--- src/rtl/urf_pkg.sv ---
// Shared types and constants for the universal register array access controller.
//   urf_state_e      : controller FSM states
//   URF_READ_LATENCY : cycles from array read_en to valid read_data
package urf_pkg;

  typedef enum logic [2:0] {
    IDLE,
    WRITE,
    READ,
    CAPTURE,
    RESP,
    INIT
  } urf_state_e;

  localparam int unsigned URF_READ_LATENCY = 1;

endpackage

--- src/rtl/urf_sweep_counter.sv ---
// Address counter for the init sweep. Clears to zero, counts up while enabled
// and saturates at DEPTH-1 so a non-power-of-2 depth never wraps past the end.
//   clk, rst  : clock, asynchronous active-low reset
//   i_clr     : load zero (has priority over i_en)
//   i_en      : advance by one
//   o_count   : current index
//   o_last    : o_count == DEPTH-1
module urf_sweep_counter #(
  parameter int unsigned DEPTH = 16,
  parameter int unsigned AW    = $clog2(DEPTH)
) (
  input  logic          clk,
  input  logic          rst,
  input  logic          i_clr,
  input  logic          i_en,
  output logic [AW-1:0] o_count,
  output logic          o_last
);

  logic [AW-1:0] r_count;
  logic          w_last;

  assign w_last  = (r_count == AW'(DEPTH - 1));
  assign o_count = r_count;
  assign o_last  = w_last;

  always_ff @(posedge clk or negedge rst) begin
    if (!rst) begin
      r_count <= '0;
    end else if (i_clr) begin
      r_count <= '0;
    end else if (i_en && !w_last) begin
      r_count <= r_count + 1'b1;
    end
  end

endmodule

--- src/rtl/urf_access_ctrl.sv ---
// Initiator-side controller for the universal register array. Takes single
// read/write commands on a valid/ready channel, drives the array pins, returns
// read data on a valid/ready response channel and runs an init fill sweep.
//   clk, rst          : clock, asynchronous active-low reset
//   cmd_*             : command channel (cmd_ready is the only combinational output)
//   rsp_*             : read response channel
//   init_start/value  : request a fill sweep with the given value
//   init_done         : one-cycle pulse after the last sweep write
//   urf_*             : array pins (all registered)
//   cmd_err           : only with URF_ADDR_CHECK_EN; pulses on an out-of-range command
// Optional feature macro: URF_ADDR_CHECK_EN
module urf_access_ctrl
  import urf_pkg::*;
#(
  parameter int unsigned DATA_WIDTH = 8,
  parameter int unsigned DEPTH      = 16
) (
  input  logic                          clk,
  input  logic                          rst,
  input  logic                          cmd_valid,
  output logic                          cmd_ready,
  input  logic                          cmd_write,
  input  logic [$clog2(DEPTH)-1:0]      cmd_addr,
  input  logic [DATA_WIDTH-1:0]         cmd_wdata,
  output logic                          rsp_valid,
  input  logic                          rsp_ready,
  output logic [DATA_WIDTH-1:0]         rsp_rdata,
  input  logic                          init_start,
  input  logic [DATA_WIDTH-1:0]         init_value,
  output logic                          init_done,
`ifdef URF_ADDR_CHECK_EN
  output logic                          cmd_err,
`endif
  output logic                          urf_write_en,
  output logic                          urf_read_en,
  output logic [DEPTH-1:0]              urf_write_addr,
  output logic [DEPTH-1:0]              urf_read_addr,
  output logic [DATA_WIDTH-1:0]         urf_write_data,
  input  logic [DATA_WIDTH-1:0]         urf_read_data
);

  localparam int unsigned AW = $clog2(DEPTH);

  urf_state_e            r_state, w_state_d;
  logic                  r_write_en, w_write_en_d;
  logic                  r_read_en, w_read_en_d;
  logic [DEPTH-1:0]      r_write_addr, w_write_addr_d;
  logic [DEPTH-1:0]      r_read_addr, w_read_addr_d;
  logic [DATA_WIDTH-1:0] r_write_data, w_write_data_d;
  logic                  r_rsp_valid, w_rsp_valid_d;
  logic [DATA_WIDTH-1:0] r_rsp_rdata, w_rsp_rdata_d;
  logic                  r_init_done, w_init_done_d;
`ifdef URF_ADDR_CHECK_EN
  logic                  r_cmd_err, w_cmd_err_d;
`endif

  logic                  w_cmd_take;
  logic                  w_addr_oor;
  logic                  w_cnt_clr, w_cnt_en, w_cnt_last;
  logic [AW-1:0]         w_count, w_count_nxt;

  urf_sweep_counter #(
    .DEPTH (DEPTH),
    .AW    (AW)
  ) u_sweep_counter (
    .clk     (clk),
    .rst     (rst),
    .i_clr   (w_cnt_clr),
    .i_en    (w_cnt_en),
    .o_count (w_count),
    .o_last  (w_cnt_last)
  );

  // Gated by rst so cmd_ready reads 0 while reset is held, like every other output.
  assign cmd_ready   = rst && (r_state == IDLE) && !init_start;
  assign w_cmd_take  = cmd_valid && cmd_ready;
  assign w_count_nxt = w_count + 1'b1;

`ifdef URF_ADDR_CHECK_EN
  assign w_addr_oor = (32'(cmd_addr) >= DEPTH);
`else
  assign w_addr_oor = 1'b0;
`endif

  always_comb begin
    w_state_d      = r_state;
    w_write_en_d   = 1'b0;
    w_read_en_d    = 1'b0;
    w_write_addr_d = r_write_addr;
    w_read_addr_d  = r_read_addr;
    w_write_data_d = r_write_data;
    w_rsp_valid_d  = 1'b0;
    w_rsp_rdata_d  = r_rsp_rdata;
    w_init_done_d  = 1'b0;
    w_cnt_clr      = 1'b0;
    w_cnt_en       = 1'b0;
`ifdef URF_ADDR_CHECK_EN
    w_cmd_err_d    = 1'b0;
`endif

    unique case (r_state)
      IDLE: begin
        if (init_start) begin
          // First sweep write (index 0) goes out in the INIT entry cycle.
          w_cnt_clr      = 1'b1;
          w_state_d      = INIT;
          w_write_en_d   = 1'b1;
          w_write_addr_d = '0;
          w_write_data_d = init_value;
        end else if (w_cmd_take) begin
          if (w_addr_oor) begin
`ifdef URF_ADDR_CHECK_EN
            w_cmd_err_d = 1'b1;
`endif
            if (!cmd_write) begin
              w_rsp_rdata_d = '0;
              w_state_d     = RESP;
            end
          end else if (cmd_write) begin
            w_state_d      = WRITE;
            w_write_en_d   = 1'b1;
            w_write_addr_d = {{(DEPTH - AW){1'b0}}, cmd_addr};
            w_write_data_d = cmd_wdata;
          end else begin
            w_state_d     = READ;
            w_read_en_d   = 1'b1;
            w_read_addr_d = {{(DEPTH - AW){1'b0}}, cmd_addr};
          end
        end
      end
      WRITE:   w_state_d = IDLE;
      READ:    w_state_d = CAPTURE;
      CAPTURE: begin
        w_rsp_rdata_d = urf_read_data;
        w_state_d     = RESP;
      end
      RESP: begin
        // rsp_valid follows one cycle after entering RESP and drops on the handshake.
        if (r_rsp_valid && rsp_ready) begin
          w_state_d = IDLE;
        end else begin
          w_rsp_valid_d = 1'b1;
        end
      end
      INIT: begin
        w_cnt_en = 1'b1;
        if (w_cnt_last) begin
          w_state_d     = IDLE;
          w_init_done_d = 1'b1;
        end else begin
          w_write_en_d   = 1'b1;
          w_write_addr_d = {{(DEPTH - AW){1'b0}}, w_count_nxt};
        end
      end
      default: w_state_d = IDLE;
    endcase
  end

  always_ff @(posedge clk or negedge rst) begin
    if (!rst) begin
      r_state      <= IDLE;
      r_write_en   <= 1'b0;
      r_read_en    <= 1'b0;
      r_write_addr <= '0;
      r_read_addr  <= '0;
      r_write_data <= '0;
      r_rsp_valid  <= 1'b0;
      r_rsp_rdata  <= '0;
      r_init_done  <= 1'b0;
    end else begin
      r_state      <= w_state_d;
      r_write_en   <= w_write_en_d;
      r_read_en    <= w_read_en_d;
      r_write_addr <= w_write_addr_d;
      r_read_addr  <= w_read_addr_d;
      r_write_data <= w_write_data_d;
      r_rsp_valid  <= w_rsp_valid_d;
      r_rsp_rdata  <= w_rsp_rdata_d;
      r_init_done  <= w_init_done_d;
    end
  end

`ifdef URF_ADDR_CHECK_EN
  always_ff @(posedge clk or negedge rst) begin
    if (!rst) begin
      r_cmd_err <= 1'b0;
    end else begin
      r_cmd_err <= w_cmd_err_d;
    end
  end

  assign cmd_err = r_cmd_err;
`endif

  assign urf_write_en   = r_write_en;
  assign urf_read_en    = r_read_en;
  assign urf_write_addr = r_write_addr;
  assign urf_read_addr  = r_read_addr;
  assign urf_write_data = r_write_data;
  assign rsp_valid      = r_rsp_valid;
  assign rsp_rdata      = r_rsp_rdata;
  assign init_done      = r_init_done;

endmodule

--- config.mk ---
export PLATFORM = sky130hd
export DESIGN_NAME = urf_access_ctrl
export DESIGN_NICKNAME = d
export VERILOG_FILES = /design/src/rtl/urf_pkg.sv /design/src/rtl/urf_sweep_counter.sv /design/src/rtl/urf_access_ctrl.sv
export SDC_FILE = /design/constraint.sdc
export NUM_CORES = 1
export LEC_CHECK = 0
export BUFFER_PORTS_ARGS = -buffer_cell sky130_fd_sc_hd__buf_2
export CELL_PAD_IN_SITES_DETAIL_PLACEMENT = 0
export CELL_PAD_IN_SITES_GLOBAL_PLACEMENT = 1
export CORE_UTILIZATION = 37
export DETAILED_ROUTE_END_ITERATION = 10
export PLACE_DENSITY = 0.83
export RECOVER_POWER = 25
export SYNTH_ARGS = -nofsm -noshare
export SYNTH_HDL_FRONTEND = slang
export SYNTH_SLANG_ARGS = --single-unit
--- constraint.sdc ---
create_clock -name clk -period 2.4 [get_ports clk]
set_input_delay 0.12 -clock clk [delete_from_list [all_inputs] [get_ports clk]]
set_output_delay 0.12 -clock clk [all_outputs]
set_load 0.02 [all_outputs]
==> implementation parameters <==
Parameter                              Value

Worst setup path
  Capturing element of the worst setup path ... urf_write_addr[0]$_DFFE_PN0P_
  CP Cell Sequence ... and3b_1 -> nand2_8 -> nand2_8 -> mux2_4
  Launch point of the critical path ... r_state[0]$_DFFE_PN0P_
  Worst r2r dst ... urf_write_addr[0]$_DFFE_PN0P_
  Flop2flop setup slack ... 0.73 ns
  Crit path DAT ... 1.85 ns
  Reg-to-reg critical path startpoint ... r_state[0]$_DFFE_PN0P_
  Delay contributed by the slowest stage of the critical path ... 0.56 ns
  Length in cells of the worst reg-to-reg path ... 4
  Slowest cell on the critical path ... dfrtp_1
  Buf/Inv on CP ... 0
  Critical-path maximum fanout ... 9
  Crit path capture type ... flip-flop
  Worst path top cell family by delay ... simple AND/OR/NAND/NOR gates
  Depth of the critical timing path with buffers and inverters included ... 4
  Sort of element at the start of the critical path ... flip-flop
  Class of the most critical setup path ... reg -> reg
  Most numerous cell on the critical path ... nand2_8
  Data required time at the worst endpoint ... about 2.6 ns

Die
  Die outline area ... 0.00527 mm^2
  Row Count ... 25
  Std-Cell Core Area ... 0.00475 mm^2
  Chip Width ... between 70 and 80 um
  Starting Density ... 38.8%
  Die Y ... 72.6 um
  Num ports ... just under 90

Logic synthesis
  Per-instance average area after synthesis ... 11.6 um^2
  Count of warnings emitted by yosys ... 0
  Yosys top cell area share ... a little under half
  Cell taking the most area after synthesis ... dfrtp_1
  Combined area of all synthesized cells ... 0.00184 mm^2
  Post-Syn Instances ... 159
  Sequential cell area fraction in the yosys report ... 47.5%
  Distinct cell type count after synthesis ... 33
  Top cells by area in the synthesized netlist ... dfrtp_1 48%, buf_4 10%, mux2_2 7.3%
  Post-synthesis register bit count ... 35

Global route
  Total GRT Usage ... between 10% and 20%
  Global-route wire length before repair ... 5260 um
  Via count of the first global-routing pass ... 1094
  Maximum number of pins on one net before global-route repair ... 29
  Initial antenna violation count ... 0
  Sum of overflow across all layers after global routing ... 0

STA
  Count of final setup violators ... 0
  Clock period minus final worst setup slack ... 1.67 ns
  Final period util ... 69.7%
  Worst clock skew on the final layout ... roughly 0.0064 ns
  Headroom to the max-slew limit ... 64.7%
  Max-slew violation count ... 0
  Unrepaired setup endpoints after global routing ... false
  F_max ... approximately 0.6 GHz
  Final hold violations ... 0
  Post-route worst setup slack ... 0.727 ns
  Sum of negative setup slack ... 0 ns
  Slew @ Worst Pin ... 0.530 ns

Worst hold path
  Class of the most critical hold timing path ... in -> reg
  Cell depth of the worst min-delay path ... 2

Clock tree
  Number of post-CTS setup repair buffers ... 0
  Cts-stage hold buffer count ... 1
  Clock latency of the later-clocked register in the worst-skew pair ... roughly 0.28 ns
  TritonCTS buffer count ... 5
  Clock transition at the registers of the reported paths ... 0.07 ns
  Resized cells post-CTS ... 0
  Clock Path Buffers ... 2
  # H-tree levels ... 2
  CTS tree ... done
  Root Driver ... clkbuf_8
  CTS sink cnt ... 35

Pwr
  Peak VDD IR ... about 0.00044 V
  Leakage Power ... 1.05 nW
  Power Density ... between 1000 and 1500 mW/mm^2
  Pwr Total ... 2.54 mW

Route
  Violation count after the first detailed-route iteration ... 84
  Routed wire length ... around 3300 um
  Detail Route Antenna Nets ... 0
  Routed wire per std cell ... approximately 11 um
  Vias per cell ... 4.42
  Vias after detailed routing ... 1281
  DRC violations left ... 0
  Count of TritonRoute iterations in the first routing pass ... 5

Outcome
  Result of the run ... finished, final reports clean

Finish
  Final net count ... 257
  Antenna diode count ... 0
  Layout cells sized above 1 ... 34.1%
  Filler-free cell count of the finished design ... 290
  Commonest cells after routing, fill and taps aside ... 45 x buf_2, 35 x dfrtp_1, 24 x conb_1, 17 x clkbuf_1, 13 x nor2_1
  Signed area change from the synthesized netlist to the final layout ... 17.3%
  Most frequent standard cell in the layout excluding fill and tap cells ... buf_2

Placement
  Half-perimeter wire length of the detailed placement result ... approximately 2500 um
  Routability Congestion ... around 0.85
  Worst slack at placement ... 0.739 ns
  Number of placed instances, taps included ... 281
  Input/output buffers ... 62

Run
  Max-capacitance violation count ... 0
[report_power, final]
| group | switching, mW | internal [mW] |
|---|---|---|
| logic | 0.681 | 0.436 |
| registers | 0.175 | 0.846 |
| clock network | 0.202 | 0.198 |
| total | 1.06 | 1.48 |
[worst min-delay path by stage]
| stage | from | to | slack [ns] |
|---|---|---|---|
| after detailed placement | rst | urf_write_data[7]$_DFFE_PN0P_ | -0.001 |
| after floorplan | rst | init_done$_DFF_PN0_ | -0.18 |
| final | rsp_ready | rsp_valid$_DFF_PN0_ | 0.06 |
| after global placement | rst | urf_write_data[4]$_DFFE_PN0P_ | -0.004 |
| after global routing | rsp_ready | rsp_valid$_DFF_PN0_ | 0.04 |
| after CTS | rsp_ready | rsp_valid$_DFF_PN0_ | 0.05 |
[cells in the mapped netlist, drive strengths merged]
library cell	n
nor3	3
o31ai	1
clkbuf	1
o21ai	6
ha	1
a21oi	12
inv	3
nand3	4
and2	3
nor3b	1
and4bb	1
a31o	1
a2111oi	1
buf	30
nand3b	4
conb	1
and3b	2
nand2	6
nand2b	1
nor2	13
a221o	1
and4b	1
xnor2	1
xor2	2
dfrtp	35
mux2i	9
mux2	15
[metal layers]
metal,vias to the layer above,track usage (%),part of all wire (%)
met2,71,20.4,46
met3,10,3.73,6.3
met1,571,18.1,45
li1,629,-,-
met4,0,8.50,2.8
met5,-,0,0
[metrics by stage]
step	hold WS (ns)	instance area [um^2]	util, %
4_1_cts	0.0505	2180	45.9
5_1_grt	0.0445	2160	45.5
3_5_place_dp	-0.000972	2090	43.9
2_1_floorplan	-0.176	1930	-
6_report	0.0563	2160	45.5
3_3_place_gp	-0.00411	2090	43.9
[cell type report]
type / count / area (um^2)
clock inverter: 3 / 15.0
inverter: 3 / 11.3
multi-input combinational: 113 / 801
sequential: 35 / 876
timing repair buffer: 64 / 307
tap: 67 / 83.8
clock buffer: 5 / 68.8
fill: 472 / 2590
[sequential cells by signal (all words and copies together) (netlist names)]
| signal | count |
|---|---|
| u_sweep_counter.o_count | 4 |
| urf_write_addr | 4 |
| urf_write_data | 8 |
| urf_write_en | 1 |
| urf_read_en | 1 |
| init_done | 1 |
| rsp_rdata | 8 |
| r_state | 3 |
| rsp_valid | 1 |
| urf_read_addr | 4 |
[kinds of logic (layout without fill, tap and decap cells)]
kind of cell / count (synthesis) / count (layout) / share of synthesized area, %
multiplexers: 24 / 24 / 14.7
flip-flops: 35 / 35 / 47.5
AND/OR/NAND/NOR: 39 / 39 / 14.0
other: 1 / 24 / 0.203
AO/OA/AOI/OAI: 22 / 22 / 7.81
buffers and inverters: 34 / 75 / 13.7
adder cells (fa/ha/maj): 1 / 1 / 0.679
XOR/XNOR: 3 / 3 / 1.43
Note: power is estimated with default switching activity, not from simulation.
